`src/rtl/orange_sweep_if.sv`:
```
// orange_sweep_if: handshake and result bundle for orange_sweep.
// When ORANGE_SWEEP_HOLD_EN is defined the bundle also carries the hold request.
interface orange_sweep_if #(
   parameter int N = 4
);
   logic         start;
   logic         abort;
`ifdef ORANGE_SWEEP_HOLD_EN
   logic         hold;
`endif
   logic         busy;
   logic [N-1:0] vec;
   logic         y;
   logic         z;
   logic         valid;
   logic         done;
   logic [N:0]   y_cnt;
   logic [N:0]   z_cnt;

`ifdef ORANGE_SWEEP_HOLD_EN
   modport master (output start, abort, hold,
                   input  busy, vec, y, z, valid, done, y_cnt, z_cnt);
   modport slave  (input  start, abort, hold,
                   output busy, vec, y, z, valid, done, y_cnt, z_cnt);
`else
   modport master (output start, abort,
                   input  busy, vec, y, z, valid, done, y_cnt, z_cnt);
   modport slave  (input  start, abort,
                   output busy, vec, y, z, valid, done, y_cnt, z_cnt);
`endif
endinterface

```
`src/rtl/orange_sweep.sv`:
```
// orange_sweep: walks every N-bit input vector once per start request and
// emits the registered y/z truth-table values for each, counting the ones.
// Optional feature macro: ORANGE_SWEEP_HOLD_EN adds a hold input that stalls
// the sweep while in RUN.
module orange_sweep #(
   parameter int                  N    = 4,
   parameter logic [(1<<N)-1:0]   Y_TT = 16'h6996,
   parameter logic [(1<<N)-1:0]   Z_TT = 16'h8000
) (
   input  logic          clk,
   input  logic          rst_n,
   orange_sweep_if.slave bus
);
   localparam logic [N-1:0] LAST = '1;

   typedef enum logic [1:0] {
      IDLE = 2'd0,
      RUN  = 2'd1,
      DONE = 2'd2
   } state_t;

   state_t       state_reg;
   logic [N-1:0] idx_reg;
   logic [N-1:0] vec_reg;
   logic         y_reg;
   logic         z_reg;
   logic         valid_reg;
   logic         done_reg;
   logic         busy_reg;
   logic [N:0]   y_cnt_reg;
   logic [N:0]   z_cnt_reg;
   logic         hold_in;

`ifdef ORANGE_SWEEP_HOLD_EN
   assign hold_in = bus.hold;
`else
   assign hold_in = 1'b0;
`endif

   // Sweep FSM; every output is a register updated here.
   always_ff @(posedge clk or negedge rst_n) begin
      if (!rst_n) begin
         state_reg <= IDLE;
         idx_reg   <= '0;
         vec_reg   <= '0;
         y_reg     <= 1'b0;
         z_reg     <= 1'b0;
         valid_reg <= 1'b0;
         done_reg  <= 1'b0;
         busy_reg  <= 1'b0;
         y_cnt_reg <= '0;
         z_cnt_reg <= '0;
      end else begin
         case (state_reg)
            IDLE: begin
               done_reg  <= 1'b0;
               valid_reg <= 1'b0;
               // abort wins over a simultaneous start
               if (bus.start && !bus.abort) begin
                  state_reg <= RUN;
                  idx_reg   <= '0;
                  y_cnt_reg <= '0;
                  z_cnt_reg <= '0;
                  busy_reg  <= 1'b1;
               end
            end
            RUN: begin
               if (bus.abort) begin
                  // counters keep their partial totals, no done pulse
                  state_reg <= IDLE;
                  valid_reg <= 1'b0;
                  busy_reg  <= 1'b0;
               end else if (hold_in) begin
                  valid_reg <= 1'b0;
               end else begin
                  vec_reg   <= idx_reg;
                  y_reg     <= Y_TT[idx_reg];
                  z_reg     <= Z_TT[idx_reg];
                  valid_reg <= 1'b1;
                  y_cnt_reg <= y_cnt_reg + {{N{1'b0}}, Y_TT[idx_reg]};
                  z_cnt_reg <= z_cnt_reg + {{N{1'b0}}, Z_TT[idx_reg]};
                  if (idx_reg == LAST) begin
                     state_reg <= DONE;
                  end else begin
                     idx_reg <= idx_reg + 1'b1;
                  end
               end
            end
            DONE: begin
               // start and abort are both ignored here
               valid_reg <= 1'b0;
               done_reg  <= 1'b1;
               busy_reg  <= 1'b0;
               state_reg <= IDLE;
            end
            default: begin
               state_reg <= IDLE;
               busy_reg  <= 1'b0;
               valid_reg <= 1'b0;
            end
         endcase
      end
   end

   assign bus.busy  = busy_reg;
   assign bus.vec   = vec_reg;
   assign bus.y     = y_reg;
   assign bus.z     = z_reg;
   assign bus.valid = valid_reg;
   assign bus.done  = done_reg;
   assign bus.y_cnt = y_cnt_reg;
   assign bus.z_cnt = z_cnt_reg;
endmodule

```
`src/flat_wrapper.sv`:
```
// flat-port wrapper written by rule: the top's interface ports become plain ports
module orange_sweep_flat 
#(
   parameter int                  N    = 4,
   parameter logic [(1<<N)-1:0]   Y_TT = 16'h6996,
   parameter logic [(1<<N)-1:0]   Z_TT = 16'h8000
)
  (clk, rst_n, bus_start, bus_abort, bus_busy, bus_vec, bus_y, bus_z, bus_valid, bus_done, bus_y_cnt, bus_z_cnt);
  orange_sweep_if #(.N(N)) bus_i ();
  input  logic clk;
  input  logic rst_n;
  input wire logic [$bits(bus_i.start)-1:0] bus_start;
  input wire logic [$bits(bus_i.abort)-1:0] bus_abort;
  output wire logic [$bits(bus_i.busy)-1:0] bus_busy;
  output wire logic [$bits(bus_i.vec)-1:0] bus_vec;
  output wire logic [$bits(bus_i.y)-1:0] bus_y;
  output wire logic [$bits(bus_i.z)-1:0] bus_z;
  output wire logic [$bits(bus_i.valid)-1:0] bus_valid;
  output wire logic [$bits(bus_i.done)-1:0] bus_done;
  output wire logic [$bits(bus_i.y_cnt)-1:0] bus_y_cnt;
  output wire logic [$bits(bus_i.z_cnt)-1:0] bus_z_cnt;
  assign bus_i.start = bus_start;
  assign bus_i.abort = bus_abort;
  assign bus_busy = bus_i.busy;
  assign bus_vec = bus_i.vec;
  assign bus_y = bus_i.y;
  assign bus_z = bus_i.z;
  assign bus_valid = bus_i.valid;
  assign bus_done = bus_i.done;
  assign bus_y_cnt = bus_i.y_cnt;
  assign bus_z_cnt = bus_i.z_cnt;
  orange_sweep #(.N(N), .Y_TT(Y_TT), .Z_TT(Z_TT)) u_core (.clk(clk), .rst_n(rst_n), .bus(bus_i));
endmodule
```
`config.mk`:
```
export PLATFORM = sky130hd
export DESIGN_NAME = orange_sweep_flat
export DESIGN_NICKNAME = d
export VERILOG_FILES = /design/src/rtl/orange_sweep_if.sv /design/src/rtl/orange_sweep.sv /design/src/flat_wrapper.sv
export SDC_FILE = /design/constraint.sdc
export NUM_CORES = 1
export LEC_CHECK = 0
export BUFFER_PORTS_ARGS = -buffer_cell sky130_fd_sc_hd__buf_2
export CORE_MARGIN = 8
export CORE_UTILIZATION = 48
export DETAILED_ROUTE_END_ITERATION = 10
export GPL_TIMING_DRIVEN = 0
export MAX_ROUTING_LAYER = met4
export PLACE_DENSITY = 0.8
export SKIP_CTS_REPAIR_TIMING = 1
export SYNTH_ARGS = -nofsm -noshare
export SYNTH_HDL_FRONTEND = slang
export SYNTH_SLANG_ARGS = --single-unit
```
`constraint.sdc`:
```
create_clock -name clk -period 2.25 [get_ports clk]
set_input_delay 0.3375 -clock clk [delete_from_list [all_inputs] [get_ports clk]]
set_output_delay 0.3375 -clock clk [all_outputs]
set_load 0.005 [all_outputs]
```
## Yosys cells after proc, flatten, opt, wreduce, memory -nomap -nowiden

Memories as Yosys holds them, arrays and structs flattened.
Index checks and enable logic that the tools add are counted.

| storage, ports and cells | value |
|---|---|
| bits in registers | 25 |
| latch bits | 0 |
| RAM bits | 0 |
| memory bits (read-only) | 32 |
| bits of input ports | 4 |
| output and inout port bits | 19 |
| memories kept | 2 |

| operators by class | value |
|---|---|
| $add $sub $neg | 3 |
| multipliers | 0 |
| div/mod/pow operators | 0 |
| order comparisons | 1 |
| eq/ne operators | 8 |
| shifts and indexed selects | 0 |
| mux-type cells | 21 |
| bitwise logic cells | 1 |
| reduce and logical (&&, ||, !) cells | 10 |

Memories:

| name | depth | bits a word | rd ports | clocked after memory_dff | wr ports | RTL line | source |
|---|---|---|---|---|---|---|---|
| (name not given) | 16 | 1 | 1 | 0 | 0 | orange_sweep.sv:78 | `z_reg <= Z_TT[idx_reg];` |
| (name not given) | 16 | 1 | 1 | 0 | 0 | orange_sweep.sv:77 | `y_reg <= Y_TT[idx_reg];` |

Operators by type and width:

| kind | count |
|---|---|
| 5-bit case mux with 2 select lines | 2 |
| 5-bit 2-to-1 mux | 3 |
| 4-bit 2-to-1 mux | 3 |
| 5-bit by 1-bit adder with 5-bit output | 2 |
| 4-bit case mux with 2 select lines | 1 |
| 1-bit 2-to-1 mux | 6 |
| 2-bit 2-to-1 mux | 3 |
| 2-bit != test, second input constant | 3 |
| 2-bit AND reduction | 3 |
| 4-bit by 5-bit less-than comparator with 1-bit output, second input constant | 1 |
| 4-bit by 1-bit adder with 4-bit output, second input constant | 1 |
| 4-bit equality test, second input constant | 1 |
| 1-bit case mux with 2 select lines | 2 |
| 2-bit case mux with 2 select lines | 1 |
| 4-bit AND reduction | 1 |
| 2-bit nonzero test | 2 |
| 3-bit by 2-bit != test with 1-bit output, second input constant | 1 |
| 3-bit AND reduction | 1 |
| 2-bit by 1-bit equality test with 1-bit output, second input constant | 1 |
| 2-bit equality test, second input constant | 1 |
| 2-bit zero test | 1 |
| 2-bit by 1-bit != test with 1-bit output, second input constant | 1 |
| 1-bit logical AND | 1 |
| 1-bit zero test | 1 |
| 1-bit inverter | 1 |

## Longest topological paths before layout

| depth | value |
|---|---|
| depth after elaboration | 5 |
| depth in mapped cells | 8 |
| depth with buffers taken out | 8 |

## Worst setup path before layout

Ideal clock, no wire load.

| path | value |
|---|---|
| path kind | reg2reg |
| start | reg u_core.idx_reg[0] |
| end | reg u_core.y_cnt_reg[4], in the netlist u_core.bus.y_cnt[4] |
| setup time | 78 ps |
| data arrival time | 2,016 ps |
| required time | 2,172 ps |
| slack | 156 ps |
| stages on the path, launching flop included | 9 |
| buffers on the path | 0 |
| clock period less this slack | 2,094 ps |
| cells stage by stage | dfrtp_1 ha_1 xnor2_1 xnor2_1 ha_1 ha_1 nand3_1 or4_1 a21oi_1 |

| on the way | value |
|---|---|
| cells in the longest elaborated chain, start to end | 5 |

RTL lines:

| what | RTL line | source |
|---|---|---|
| start: declaration | orange_sweep.sv:23 | `logic [N-1:0] idx_reg;` |
| start signal: assignment | orange_sweep.sv:85 | `idx_reg <= idx_reg + 1'b1;` |
| memory 16 x 1 bit | n/a |  |
| 1-bit 2-to-1 mux (implied by the code) | orange_sweep.sv:80 | `y_cnt_reg <= y_cnt_reg + {{N{1'b0}}, Y_TT[idx_reg]};` |
| 5-bit by 1-bit adder with 5-bit output | orange_sweep.sv:80 |  |
| 5-bit 2-to-1 mux | orange_sweep.sv:68 | `if (bus.abort) begin` |
| 5-bit case mux with 2 select lines | orange_sweep.sv:54 | `case (state_reg)` |
| end signal: assignment | orange_sweep.sv:80 |  |
| end: declaration | orange_sweep.sv:30 | `logic [N:0] y_cnt_reg;` |

No other way between the ends. The select of a mux whose other input is x is not followed.
A chain may end at the register's enable or synchronous reset.

## Worst setup path in the final report

Same ends and word-level chain as after synthesis.

==> impl_metrics.ini <==
[logic_synthesis]
syn_area_sq_um = 1200
synth-seq-cells = 25
synthArstFlopShare = 1.00
synth_top_area_frac = 0.520
synth_edf_count = 0
synth_cells = 118
ys_warn_count = 0
yosysSeqAreaShare = 0.520
synth_top_area_cell = dfrtp_1
synth-main-ff-cell = dfrtp_1
synth.avg_cell_area_sq_um = 10.2
yosys-top-cells-count = 25 x dfrtp_1, 16 x nand2_1, 10 x o31ai_1
syn_nets = 128
synth_area_leaders = dfrtp_1 52%, ha_1 6.2%, o31ai_1 6.2%
synth_cell_type_count = 32
yosysMostFrequentCell = dfrtp_1

[timing]
finalHoldViolCount = 25
timing.hold.ws_ns = -0.0238
rsz0062_at_grt = no
worstMarginPinSlew_ns = 0.926
period_share = 0.971
maxSlewViolCount = 0
fin_skew_ns = 0.00253
relSlewSlack = 0.374
finalCriticalPeriod_ns = 2.18
fmax_mhz = 458
setup_ws_ns = 0.0661
setup-tns-final_ns = 0
setup_viol_count_final = 0

[final_layout]
drive_gt1_frac = 0.322
finalNonFillerCells = 176
regArea_sq_um = 628
fillers = 216
postLayoutCoreUtil = 0.603
area_growth_pct = 22.0
design_area_sq_um = 1470
fin_nets = 157
multi_input_area_sq_um = 587
antenna_cells = 0

[worst_setup_path]
cp_cell_sequence = ha_4 > xnor2_2 > xnor2_2 > ha_2 > ha_4 > nand3_2 > or4_4 > a21oi_2
rr_worst_depth = 8
cp_slowest_cell = dfrtp_2
cp_max_fo = 5
reg2reg_setup_slack_ns = 0.07
crit_cells = 8
critical_path_buf_inv_count = 0
criticalPathCategory = reg -> reg
crit_arrival_ns = 2.45
end_kind = flop
start_kind = flop
cp_top_family = adder cells
critPathRequiredTime_ns = 2.52
slowest_delay_ns = 0.48

[cts]
htreeDepth = 1
cts_tree = built
cts_root_buffer = clkbuf_4
cts_max_path_buffers = 2
clk_pin_slew_ns = 0.13
cts_sinks = 25
cts_buffers = 3
insertion_delay_ns = 0.32

[pwr]
irDropWorstVdd_mv = 0.408
p_leak_nw = 0.725
power.density_nw_per_um2 = 637
power.total_mw = 0.934

[die]
start_util = 0.494
die_width_um = 66.1
die_area_sq_um = 4360
die_h_um = 66.1
fp-row-count = 18
ioPinCount = 23
core_area_sq_um = 2430

[place]
place.gp.congestion = 0.803
dp.cells = 170
dp_slack_ns = -0.0279
portBuffers = 22
dpl-instance-area_sq_um = 1350
place.detailed.hpwl_mm = 1.94

[hold_path]
hold_class = in -> async

[run_status]
status = finished, violations left
violations = negative hold slack

[global_route]
antenna_found_initial = 0
grt_pass1_wl_mm = 4.53
overflow = 0
grt_max_degree = 26
grt_pass1_vias = 1015
grt_use_total = 0.133

[routing]
final_antenna_net_count = 0
dr.pass1.iters = 4
vias = 1008
avgRoutedWirePerCell_um = 16.3
wirelength_mm = 2.86
drc = 0
viasPerCell = 5.73
dr.first_iter.drc_count = 52

[flow_run]
maxCapViolCount = 0
==> final timing paths <==
check                                  start             endpoint
max in group asynchronous              rst_n    u_core.idx_reg[1]
hold / removal                         rst_n  u_core.bus.y_cnt[4]
setup reg to reg           u_core.idx_reg[0]  u_core.bus.y_cnt[4]
min in group clk                   bus_start      u_core.bus.busy
setup / recovery           u_core.idx_reg[0]  u_core.bus.y_cnt[4]
hold reg to reg            u_core.bus.vec[3]    u_core.bus.vec[3]
==> layout make-up <==
class,count,share of cell area
flip-flops and latches,25,0.428
clock inverters,1,0.00341
well taps,30,0.0256
plain buffers,6,0.0213
clock buffers,3,0.0154
repair buffers,24,0.0879
inverters,7,0.0179
multi-input cells,80,0.400
==> logic make-up after synthesis <==
family	after synthesis	synth area share
multiplexers	3	0.0281
adder cells (fa/ha/maj)	6	0.0624
buffers and inverters	13	0.0479
flip-flops	25	0.520
XOR/XNOR	2	0.0146
AO/OA/AOI/OAI	28	0.156
AND/OR/NAND/NOR	41	0.171
==> per-layer routing <==
| layer | share of wire | up-vias | global-route usage |
|---|---|---|---|
| met4 | 0.016 | 0 | 0.0667 |
| met3 | 0.045 | 5 | 0.0322 |
| li1 | - | 478 | - |
| met2 | 0.52 | 18 | 0.222 |
| met5 | 0 | - | - |
| met1 | 0.42 | 507 | 0.146 |
==> report_power, final <==
group | leakage, nW | internal (mW) | switching [mW]
Combinational | 0.372 | 0.100 | 0.106
Clock | 0.0177 | 0.0668 | 0.136
Sequential | 0.335 | 0.489 | 0.0355
Total | 0.725 | 0.656 | 0.277
==> cells in the final DEF, fill, tap and decap left out, drive strengths merged <==
cell / count
a2111oi: 1
nand2b: 1
mux2: 3
or3b: 1
inv: 7
buf: 26
a211o: 1
and2: 1
nor4b: 1
clkinv: 1
xnor2: 2
o22ai: 1
a22oi: 1
o21ai: 7
nor3b: 2
o31ai: 10
a22o: 2
or2: 2
a21oi: 4
dfrtp: 25
and3: 1
nor2: 7
ha: 6
nand2: 16
clkbuf: 7
a41oi: 1
or4: 4
nand3: 5
No activity file was read; power rests on OpenSTA's default activity.
